==> config.mk <==
export PLATFORM = sky130hd
export DESIGN_NAME = store_rmw_unit
export DESIGN_NICKNAME = d
export VERILOG_FILES = /design/src/rtl/store_rmw_unit.sv
export SDC_FILE = /design/constraint.sdc
export NUM_CORES = 1
export LEC_CHECK = 0
export CELL_PAD_IN_SITES_DETAIL_PLACEMENT = 0
export CELL_PAD_IN_SITES_GLOBAL_PLACEMENT = 2
export CORE_MARGIN = 2
export CORE_UTILIZATION = 22
export DETAILED_ROUTE_END_ITERATION = 7
export GPL_TIMING_DRIVEN = 0
export PLACE_DENSITY_LB_ADDON = 0.1
export SYNTH_ARGS = -nofsm -noshare
export SYNTH_HDL_FRONTEND = slang
export SYNTH_SLANG_ARGS = --single-unit
==> constraint.sdc <==
create_clock -name i_clk -period 2.8 [get_ports i_clk]
set_input_delay 0.56 -clock i_clk [delete_from_list [all_inputs] [get_ports i_clk]]
set_output_delay 0.56 -clock i_clk [all_outputs]
set_load 0.05 [all_outputs]
==> src/rtl/store_rmw_unit.sv <==
// Store narrowing unit: sub-word stores become read-modify-write cycles on a word-only data memory.
// Optional MISALIGN_TRAP_EN: misaligned halfword/word stores complete with MisalignErr and no memory access.
module store_rmw_unit #(
    parameter int unsigned MEM_READ_LATENCY = 1
) (
    input  logic        i_clk,
    input  logic        i_reset,
    input  logic        i_store_req,
    input  logic [1:0]  i_store_size,
    input  logic [31:0] i_address,
    input  logic [31:0] i_store_data,
    output logic        o_busy,
    output logic        o_done,
    output logic        o_misalign_err,
    output logic [31:0] o_mem_addr,
    output logic        o_mem_read,
    input  logic [31:0] i_mem_read_data,
    output logic        o_mem_write,
    output logic [31:0] o_mem_write_data
);
    localparam int unsigned CNT_W    = (MEM_READ_LATENCY > 1) ? $clog2(MEM_READ_LATENCY) : 1;
    localparam int unsigned WAIT_INI = (MEM_READ_LATENCY > 1) ? MEM_READ_LATENCY - 2 : 0;

    typedef enum logic [2:0] {
        S_IDLE,
        S_READ,
        S_WAIT,
        S_MERGE,
        S_WRITE,
        S_DONE
    } state_t;

    state_t             r_state;
    state_t             w_state_nxt;
    logic [CNT_W-1:0]   r_cnt;
    logic [CNT_W-1:0]   w_cnt_nxt;
    logic               r_is_byte;
    logic [1:0]         r_lane;
    logic [15:0]        r_data;
    logic               w_capture;
    logic               w_is_word;
    logic               w_trap;
    logic               w_misalign_nxt;
    logic [31:0]        w_merged;

    // Replace the addressed lane of the fetched word, keep the other bytes
    always_comb begin
        w_merged = i_mem_read_data;
        if (r_is_byte) begin
            w_merged[{r_lane, 3'b000} +: 8] = r_data[7:0];
        end else begin
            w_merged[{r_lane[1], 4'b0000} +: 16] = r_data;
        end
    end

    always_comb begin
        w_state_nxt    = r_state;
        w_cnt_nxt      = r_cnt;
        w_capture      = 1'b0;
        w_misalign_nxt = 1'b0;
        w_is_word      = (i_store_size == 2'b00) || (i_store_size == 2'b11);
        w_trap         = 1'b0;
`ifdef MISALIGN_TRAP_EN
        w_trap = ((i_store_size == 2'b01) && i_address[0]) ||
                 (w_is_word && (i_address[1:0] != 2'b00));
`endif
        case (r_state)
            S_IDLE: begin
                if (i_store_req) begin
                    w_capture = 1'b1;
                    if (w_trap) begin
                        w_state_nxt    = S_DONE;
                        w_misalign_nxt = 1'b1;
                    end else if (w_is_word) begin
                        w_state_nxt = S_WRITE;
                    end else begin
                        w_state_nxt = S_READ;
                    end
                end
            end
            S_READ: begin
                if (MEM_READ_LATENCY > 1) begin
                    w_state_nxt = S_WAIT;
                    w_cnt_nxt   = CNT_W'(WAIT_INI);
                end else begin
                    w_state_nxt = S_MERGE;
                end
            end
            S_WAIT: begin
                if (r_cnt == '0) begin
                    w_state_nxt = S_MERGE;
                end else begin
                    w_cnt_nxt = r_cnt - CNT_W'(1);
                end
            end
            S_MERGE: w_state_nxt = S_WRITE;
            S_WRITE: w_state_nxt = S_DONE;
            S_DONE:  w_state_nxt = S_IDLE;
            default: w_state_nxt = S_IDLE;
        endcase
    end

    // Strobes are registered from the next state so they line up with the state they belong to
    always_ff @(posedge i_clk) begin
        if (i_reset) begin
            r_state          <= S_IDLE;
            r_cnt            <= '0;
            r_is_byte        <= 1'b0;
            r_lane           <= 2'b00;
            r_data           <= 16'h0000;
            o_busy           <= 1'b0;
            o_done           <= 1'b0;
            o_misalign_err   <= 1'b0;
            o_mem_addr       <= 32'h0000_0000;
            o_mem_read       <= 1'b0;
            o_mem_write      <= 1'b0;
            o_mem_write_data <= 32'h0000_0000;
        end else begin
            r_state        <= w_state_nxt;
            r_cnt          <= w_cnt_nxt;
            o_busy         <= (w_state_nxt != S_IDLE);
            o_done         <= (w_state_nxt == S_DONE);
            o_misalign_err <= w_misalign_nxt;
            o_mem_read     <= (w_state_nxt == S_READ);
            o_mem_write    <= (w_state_nxt == S_WRITE);
            if (w_capture) begin
                r_is_byte        <= (i_store_size == 2'b10);
                r_lane           <= i_address[1:0];
                r_data           <= i_store_data[15:0];
                o_mem_addr       <= {i_address[31:2], 2'b00};
                o_mem_write_data <= i_store_data;
            end else if (r_state == S_MERGE) begin
                o_mem_write_data <= w_merged;
            end
        end
    end
endmodule

==> results of run 1 <==
[metal layers]
layer	part of all wire [%]	up-vias	routed length (um)	track usage, %
met5	0	-	0	0
met4	2.5	0	482	5.71
met3	6.5	32	1280	5.35
met2	47	152	9290	29.4
met1	44	2288	8560	22.1
li1	-	2424	-	-
[per-stage QoR]
| step | TNS, ns | instances | area, um^2 | hold WS [ns] | setup WS, ns |
|---|---|---|---|---|---|
| 3_3_place_gp | -19.58 | 1035 | 6630 | 0.443 | -0.599 |
| 2_1_floorplan | 0 | 595 | 4640 | 0.443 | 0.118 |
| 4_1_cts | 0 | 1050 | 6920 | 0.455 | 0.0234 |
| 5_1_grt | 0 | 1048 | 6920 | 0.479 | 0.0207 |
| 6_report | 0 | 1048 | 6920 | 0.453 | 0.107 |
| 3_5_place_dp | -22.06 | 1035 | 6630 | 0.446 | -0.680 |
[cell type report]
cell class | count | area, um^2 | area share, %
clock inverters | 2 | 13.8 | 0.199
multi-input cells | 422 | 2510 | 36.2
repair buffers | 165 | 1650 | 23.9
inverters | 23 | 86.3 | 1.25
clock buffers | 14 | 264 | 3.81
plain buffers | 59 | 292 | 4.21
well taps | 275 | 344 | 4.97
flip-flops and latches | 88 | 1760 | 25.5
[registers in the layout, summed over array words and instances (netlist names)]
| register | cells |
|---|---|
| o_mem_addr | 30 |
| r_lane | 2 |
| r_state | 3 |
| o_mem_write | 1 |
| o_mem_read | 1 |
| o_busy | 1 |
| o_done | 1 |
| r_data | 16 |
| o_mem_write_data | 32 |
| r_is_byte | 1 |
[synth_stat cells (2+ instances only)]
cell type | n | area, um^2
sky130_fd_sc_hd__nand2_1 | 125 | 469
sky130_fd_sc_hd__dfxtp_1 | 88 | 1760
sky130_fd_sc_hd__a21oi_1 | 76 | 380
sky130_fd_sc_hd__nor2_1 | 36 | 135
sky130_fd_sc_hd__clkbuf_1 | 35 | 131
sky130_fd_sc_hd__inv_1 | 23 | 86.3
sky130_fd_sc_hd__nor2b_1 | 17 | 106
sky130_fd_sc_hd__buf_2 | 16 | 80.1
sky130_fd_sc_hd__a211oi_2 | 15 | 188
sky130_fd_sc_hd__a311oi_1 | 15 | 131
sky130_fd_sc_hd__mux2_2 | 11 | 124
sky130_fd_sc_hd__o211ai_1 | 11 | 82.6
sky130_fd_sc_hd__a211oi_1 | 10 | 75.1
sky130_fd_sc_hd__o22ai_1 | 9 | 56.3
sky130_fd_sc_hd__a211o_1 | 8 | 70.1
sky130_fd_sc_hd__nand3_1 | 8 | 40.0
sky130_fd_sc_hd__nand3b_1 | 8 | 60.1
sky130_fd_sc_hd__nor3_1 | 8 | 40.0
sky130_fd_sc_hd__a221oi_1 | 7 | 61.3
sky130_fd_sc_hd__o21ai_0 | 7 | 35.0
sky130_fd_sc_hd__o221ai_1 | 7 | 61.3
sky130_fd_sc_hd__ha_1 | 6 | 75.1
sky130_fd_sc_hd__mux2i_1 | 6 | 60.1
sky130_fd_sc_hd__nand2b_1 | 5 | 31.3
sky130_fd_sc_hd__buf_1 | 4 | 15.0
sky130_fd_sc_hd__buf_4 | 4 | 30.0
sky130_fd_sc_hd__o311ai_0 | 4 | 35.0
sky130_fd_sc_hd__o32ai_1 | 4 | 35.0
sky130_fd_sc_hd__buf_6 | 3 | 33.8
sky130_fd_sc_hd__or2_2 | 3 | 18.8
sky130_fd_sc_hd__o21a_1 | 2 | 15.0
[cells in the final DEF (no fill, tap or decap), drive strengths merged, types with 5 or more instances in the layout]
master | Yosys | routed
clkdlybuf4s50 | 0 | 165
nand2 | 125 | 125
dfxtp | 88 | 88
a21oi | 76 | 76
clkbuf | 35 | 46
nor2 | 36 | 36
buf | 27 | 27
a211oi | 25 | 25
inv | 23 | 23
nor2b | 17 | 17
a311oi | 15 | 15
mux2 | 11 | 11
o211ai | 11 | 11
o22ai | 9 | 9
nor3 | 8 | 8
nand3b | 8 | 8
nand3 | 8 | 8
a211o | 8 | 8
o21ai | 8 | 8
o221ai | 7 | 7
a221oi | 7 | 7
mux2i | 6 | 6
ha | 6 | 6
nand2b | 5 | 5
[critical path, stage by stage]
cell                              delay, ns
sky130_fd_sc_hd__clkdlybuf4s50_1       0.53
sky130_fd_sc_hd__nor4b_2               0.63
sky130_fd_sc_hd__clkbuf_1              0.56
sky130_fd_sc_hd__buf_2                 0.40
sky130_fd_sc_hd__nand2_1               0.13
sky130_fd_sc_hd__a21oi_1               0.14
[power breakdown]
group          switching (mW)  internal (mW)
registers               0.227           1.56
logic                    2.11           1.13
clock network           0.549          0.654
[how the worst max path moves through the flow]
stage / startpoint / to / slack [ns]
2_1_floorplan: r_lane[1] / o_mem_write_data[22] / 0.12
3_3_place_gp: r_lane[1] / o_mem_write_data[31] / -0.60
3_5_place_dp: r_lane[1] / o_mem_write_data[31] / -0.68
4_1_cts: r_lane[0] / o_mem_write_data[22] / 0.02
5_1_grt: r_lane[0] / o_mem_write_data[29] / 0.02
6_report: i_store_req / r_lane[1] / 0.11
[logic make-up (layout without fill, tap and decap cells)]
family / after synthesis / count (layout) / share of synthesized area, %
compound gates: 178 / 178 / 27.1
xor+xnor: 1 / 1 / 0.189
fa+ha+maj: 6 / 6 / 1.62
buf+inv: 85 / 263 / 8.13
flops: 88 / 88 / 38.0
mux: 17 / 17 / 3.97
other cells: 1 / 3 / 0.0810
simple gates: 217 / 217 / 20.9
[timing repair]
item | 4_1_cts | 5_1_grt
hold endpoints to repair | 0 | 0
endpoints found under the setup margin | 32 | 20
resized for setup | 8 | 6
pin swaps | 0 | 0
==> results.toml, run 1 <==
[run_status]
outcome = "finished, final reports clean"

[cts]
cts_hold_repair.buffers = 0
clk_pin_slew_ns = 0.07
h_tree_depth = 3
tritoncts.num_buffers = 9
clk-insertion-delay-late_ns = 0.35
cts_tree = "built"
clock_path_buffers = 2
cts.sinks = 88
cts_setup_buffers = 0
clk_root_buffer_cell = "sky130_fd_sc_hd__clkbuf_16"

[setup_path]
end_kind = "register"
worst_r2r_startpoint = "r_lane[0]"
r2r_cells = 9
setup.reg_to_reg.worst_slack_ns = 0.18
critical_path.reg2reg.endpoint = "o_mem_write_data[29]"
worst-endpoint-arrival_ns = 2.97
max_fo_critical_path = 10
critPathKind = "input port to register"
setup.worst_path.start_class = "input port"
cp.required_ns = 3.08

[route]
drt_first_iter_violations = 211
wl_per_cell_um = 18.7
detail_route.wirelength_um = 19600
vias = 4896
detail_route.vias_per_cell = 4.67
detailedRoute.firstPassIterationCount = 6
ant_nets = 0
drc_violation_count_after_routing = 0

[layout]
num_antenna_cells = 0
nNetsFinal = 875
utilization_pct = 33.2
drive_gt1_share_pct = 9.44
layout_area_growth_over_synthesis_pct = 49.5
nFillCells = 2257

[power_and_ir_drop]
pd_cells_mw_per_mm2 = 900
finalPower_mw = 6.23
cellLeakagePower_nw = 2.41
vdd_drop_max_uv = 271

[logic_synthesis]
ys_dominant_reg_cell = "sky130_fd_sc_hd__dfxtp_1"
syn_area_per_cell_um2 = 7.81
synth-edff-count = 0
async_reset_ff_share_pct = 0
synth-seq-area-share_pct = 38.0
synthesis.instances = 593
yosys_warnings = 0
synth_area_mm2 = 0.00463
ys_seq_elements = 88
yosysUniqueCellTypes = 43

[job]
max_cap_violations = 0

[global_route]
antenna_violations_before_repair = 0
global_route.usage.total_pct = 17.7
grt_start_max_net_pins = 20
grt_pass1_wl_um = 29800
number_of_global_route_vias_before_repair = 5208
gr-total-overflow = 0

[placement]
portBuffers = 165
gp_congestion = 0.792
dp_hpwl_um = 14700

[die]
floorplan.die_area_mm2 = 0.0222
core_region_area_mm2 = 0.0208
floorplan.initialDensity_pct = 22.2
dieWidth_um = 149
std_cell_rows = 53
num_io_pins = 170
dieHeight_um = 149

[timing]
drv_slew = 0
clock_skew_ns = 0.00666
achievable-frequency_mhz = 371
finalSetupViolCount = 0
timing.slew.headroom_pct = 49.2
worst-slew-pin-transition_ns = 0.763
finalHoldViolCount = 0
post-route-min-period_ns = 2.69
layout_worst_path_cycle_share_pct = 96.2
rsz0062_at_grt = "false"

[worst_hold_path]
hp_start = "o_mem_addr[17]"
hold_path_class = "register to register"
worstHoldEndpoint = "o_mem_addr[17]"
worst_hold_path.num_cells = 2
Note: power is estimated with default switching activity, not from simulation.
==> inputs of run 2 (changes only) <==
Settings changed: CTS_CLUSTER_SIZE set to 28.
==> results of run 2 <==
The final DEF is identical to that of run 1; final timing and power are the same.
